File: src/rtl/booth_seq_mult.sv
// booth_seq_mult: sequential 8-bit signed radix-2 Booth multiplier (optional BOOTH_EARLY_DONE_EN early termination)
module booth_seq_mult (
    input  logic        clk,
    input  logic        rst,
    input  logic        start,
    input  logic [7:0]  A,
    input  logic [7:0]  B,
    output logic [15:0] P,
    output logic        busy,
    output logic        done
);
    typedef enum logic [1:0] {IDLE, RUN, DONE} state_t;
    state_t      state;
    logic [8:0]  M, AC, addend, sum;
    logic [7:0]  Q;
    logic        Q_1;
    logic [3:0]  cnt;
    logic [17:0] shifted;
`ifdef BOOTH_EARLY_DONE_EN
    logic [8:0]  mask;
    logic        tail_flat;
    logic [17:0] jumped;
`endif
    // Booth recode of {Q[0],Q_1}: add M, add inverted M plus one, or nothing; then one arithmetic shift
    always_comb begin
        addend  = (Q[0] ^ Q_1) ? (Q[0] ? (M ^ 9'h1FF) : M) : 9'h000;
        sum     = AC + addend + {8'd0, Q[0] & ~Q_1};
        shifted = $signed({sum, Q, Q_1}) >>> 1;
`ifdef BOOTH_EARLY_DONE_EN
        mask      = 9'h1FF >> cnt;
        tail_flat = ((({Q, Q_1}) ^ {9{Q_1}}) & mask) == 9'h000;
        jumped    = $signed({AC, Q, Q_1}) >>> (4'd8 - cnt);
`endif
    end
    // Control FSM with registered product, busy and done
    always_ff @(posedge clk or posedge rst) begin
        if (rst) begin
            state <= IDLE;
            M     <= '0;
            AC    <= '0;
            Q     <= '0;
            Q_1   <= 1'b0;
            cnt   <= '0;
            P     <= '0;
            busy  <= 1'b0;
            done  <= 1'b0;
        end else begin
            case (state)
                IDLE: if (start) begin
                    M     <= {A[7], A};
                    AC    <= '0;
                    Q     <= B;
                    Q_1   <= 1'b0;
                    cnt   <= '0;
                    busy  <= 1'b1;
                    state <= RUN;
                end
                RUN: begin
`ifdef BOOTH_EARLY_DONE_EN
                    if (tail_flat) begin
                        {AC, Q, Q_1} <= jumped;
                        state        <= DONE;
                    end else begin
                        {AC, Q, Q_1} <= shifted;
                        cnt          <= cnt + 4'd1;
                        if (cnt == 4'd7) state <= DONE;
                    end
`else
                    {AC, Q, Q_1} <= shifted;
                    cnt          <= cnt + 4'd1;
                    if (cnt == 4'd7) state <= DONE;
`endif
                end
                DONE: if (!done) begin
                    P    <= {AC[7:0], Q};
                    done <= 1'b1;
                end else begin
                    done  <= 1'b0;
                    busy  <= 1'b0;
                    state <= IDLE;
                end
                default: state <= IDLE;
            endcase
        end
    end
endmodule

File: config.mk
export PLATFORM = sky130hd
export DESIGN_NAME = booth_seq_mult
export DESIGN_NICKNAME = d
export VERILOG_FILES = /design/src/rtl/booth_seq_mult.sv
export SDC_FILE = /design/constraint.sdc
export NUM_CORES = 1
export LEC_CHECK = 0
export CAP_MARGIN = 20
export CORE_ASPECT_RATIO = 1.2
export CORE_MARGIN = 3
export CORE_UTILIZATION = 51
export CTS_BUF_LIST = sky130_fd_sc_hd__clkbuf_8
export DETAILED_ROUTE_END_ITERATION = 6
export PLACE_DENSITY = 0.89
export SKIP_CTS_REPAIR_TIMING = 1
export SYNTH_ARGS = -nofsm -noshare
export SYNTH_HDL_FRONTEND = slang
export SYNTH_SLANG_ARGS = --single-unit
File: constraint.sdc
create_clock -name clk -period 2.41 [get_ports clk]
set_input_delay 0.6025 -clock clk [delete_from_list [all_inputs] [get_ports clk]]
set_output_delay 0.6025 -clock clk [all_outputs]
set_load 0.005 [all_outputs]
==> impl_results.md <==
* Dpl ws at 0.00391 ns
* Mapped cell area at 2510 um^2
* Initial antenna violation count at 0
* CP Capture Type: flop
* Placer Congestion at 0.853
* Post-synth cell types at 41
* Fin area at 3110 um^2
* Ys async rst share at 100%
* Post-DP HPWL at 3430 um
* Critical Path Most Common Cell: fa_2
* Initial drt markers at 78
* Die ar. at 5810 um^2
* R2R cell count at 9
* Post-layout power at 4370 uW
* Global-route wire length before repair at 8160 um
* Core area at 4660 um^2
* WHS Path Cells at 2
* Kind of critical path: reg2reg
* Worst Max-Slew Pin Slew at 0.576 ns
* CP max stage delay at 0.46 ns
* Slowest CP cell: or4_1
* Pwr Density at 1410 nW/um^2
* CTS Buf Count at 5
* Initial Util at 53.9%
* Crit path max-delay family: adder cells
* Met3 global-route usage at 4.84%
* Startpoint Class: flop
* Terminus of the critical flop-to-flop path: AC[7]
* Post-synth EDFFs at 0
* Number of global-route vias before repair at 1729
* Vias/cell at 5.54
* Worst EP required at 2.64 ns
* Clock Latency Late Sink at 0.31 ns
* Final Slew Violations at 0
* FP Rows at 27
* Clock period minus worst slack at 2.34 ns
* Total GRT Usage at 17.3%
* Clock Sinks at 49
* Synth Flop Type: dfrtp_1
* Post-route insts no fill at 327
* Worst Clk Skew at 0.0123 ns
* Routed wire length at 4910 um
* GR Util met1 at 22.7%
* Final setup margin at 0.0677 ns
* Grt peak-use layer: met2
* Crit-path max FO at 3
* Antenna-violating nets left at 0
* MaxCap Viol Count at 0
* Max rail drop VDD at 0.869 mV
* Final Setup Violations at 0
* Syn_area_per_cell at 11.0 um^2
* Area Growth Syn to Fin at 23.6%
* Routed WL per cell at 15.0 um
* FF+latch count, synth at 49
* Min-Delay Path Class: reg2reg
* Crit path buf inv count at 1
* Hold_sp: P[9]
* Die Span X at 70.1 um
* Post-Route Setup TNS at 0 ns
* Endpoints failing hold at 0
* CTS clock-pin slew for the worst setup and hold paths at 0.09 ns
* Residual DRC count at 0
* Lkg Pwr at 0.00132 uW
* Clk buf depth at 2
* Fmax at 427 MHz
* H-Tree Depth at 2
* RR Startpoint: Q[0]
* Share of cells above drive strength 1 at 19.7%
* Met2 GRT Util at 27.9%
* I/O Buffers at 36
* Final net count at 298
* R2R Setup Slk at 0.07 ns
* Pre-antenna DRT Iters at 4
* ANT cells at 0
* I/O pin count at 37
* Seq/Total Area, Yosys at 48.8%
* Placed cells at 317
* CTS root buf: clkbuf_8
* TritonCTS clock tree: built
* Largest net degree at the start of global routing at 31
* Slew headroom at 61.5%
* Cell Area, Placed at 2940 um^2
* Outcome: finished clean
* Die Y at 82.9 um
* GRT overflow at 0
* DR vias at 1811
* Hold Path End: P[9]
* Post-Synthesis Cells at 228
* Net Count, Synth at 258
* WP data arrival at 2.58 ns
* Worst path cell trace: ha_4 > nor2_1 > fa_2 > inv_1 > fa_2 > nand2b_1 > a211oi_1 > or4_1 > a21oi_1
* Final Cycle Share at 97.2%
* Synth warn at 0
[worst max path at each step]
stage	cells past startpoint	slack (ns)	endpoint	startpoint
5_1_grt	8	-0.05	AC[6]	Q[0]
3_3_place_gp	9	0.07	AC[3]	Q[0]
2_1_floorplan	10	0.02	AC[7]	Q[0]
6_report	9	0.07	AC[7]	Q[0]
3_5_place_dp	9	0.004	AC[3]	Q[0]
4_1_cts	9	-0.03	AC[5]	Q[0]
[report_power, final]
group / leakage [uW] / switching [uW] / internal, uW
Combinational: 0.000665 / 1130 / 1180
Clock: 0.0000626 / 272 / 334
Sequential: 0.000597 / 271 / 1180
Total: 0.00132 / 1670 / 2700
[kinds of logic (layout without fill, tap and decap cells)]
kind of cell	count (synthesis)	in the layout	share of synthesized area [%]
mux	32	32	13.9
flops	49	49	48.8
xor+xnor	10	10	3.48
buf+inv	22	63	4.93
compound gates	46	46	11.3
fa+ha+maj	11	11	6.07
simple gates	58	58	11.5
[registers in the layout (all words and copies together), names as in the netlist]
signal,flops
busy,1
cnt,4
Q,8
Q_1,1
P,16
state,2
M,8
done,1
AC,8
[synthesized netlist by cell type, types with 2 or more instances]
master / instances / share of area (%)
a211oi_1: 3 / 0.90
a21oi_1: 10 / 2.0
buf_2: 3 / 0.60
buf_4: 2 / 0.60
buf_6: 4 / 1.8
clkbuf_1: 3 / 0.45
dfrtp_1: 49 / 49
fa_1: 2 / 1.6
ha_1: 9 / 4.5
inv_1: 10 / 1.5
mux2_2: 24 / 11
mux2i_1: 8 / 3.2
nand2_1: 20 / 3.0
nand2b_1: 5 / 1.2
nand3_1: 4 / 0.80
nor2_1: 14 / 2.1
nor2b_1: 2 / 0.50
nor3_1: 4 / 0.80
o21ai_0: 17 / 3.4
o22ai_1: 3 / 0.75
o311ai_1: 2 / 0.70
o31ai_1: 2 / 0.60
or4_1: 2 / 0.60
xnor2_1: 8 / 2.8
xor2_1: 2 / 0.70
[through the flow]
step | util (%) | hold slack, ns
final | 66.6 | 0.484
after global routing | 66.6 | 0.533
after CTS | 65.5 | 0.493
after detailed placement | 63.0 | 0.472
after global placement | 63.0 | 0.460
after floorplan | - | 0.467
[metal layers]
metal / routed length, um / part of all wire, %
met1: 2100 / 43
met2: 2530 / 51
met3: 182 / 3.7
met4: 99 / 2.0
met5: 0 / 0
[cells in the final DEF (no fill, tap or decap), types with 4 or more instances in the layout]
master	synthesis	layout
nor3_1	4	4
nand2_1	20	20
clkbuf_8	0	6
o21ai_0	17	16
xnor2_1	8	7
buf_4	2	6
dfrtp_1	49	49
ha_1	9	8
clkdlybuf4s50_1	0	36
nand3_1	4	4
nand2b_1	5	5
mux2i_1	8	8
nor2_1	14	14
mux2_2	24	24
a21oi_1	10	9
inv_1	10	10
[area by class of cell]
class                   instances  area [um^2]
flip-flops and latches         49         1230
multi-input cells             157         1200
clock inverters                 2         33.8
inverters                      10         37.5
clock buffers                   6         82.6
fillers                       349         1560
repair buffers                 45          457
well taps                      58         72.6
[worst register-to-register path, stage by stage, from the launching register on]
cell and delay, ns:
dfrtp_1 0.43, ha_4 0.29, nor2_1 0.05, fa_2 0.38
inv_1 0.09, fa_2 0.22, nand2b_1 0.15, a211oi_1 0.08
or4_1 0.46, a21oi_1 0.13
No activity file was read; power rests on OpenSTA's default activity.
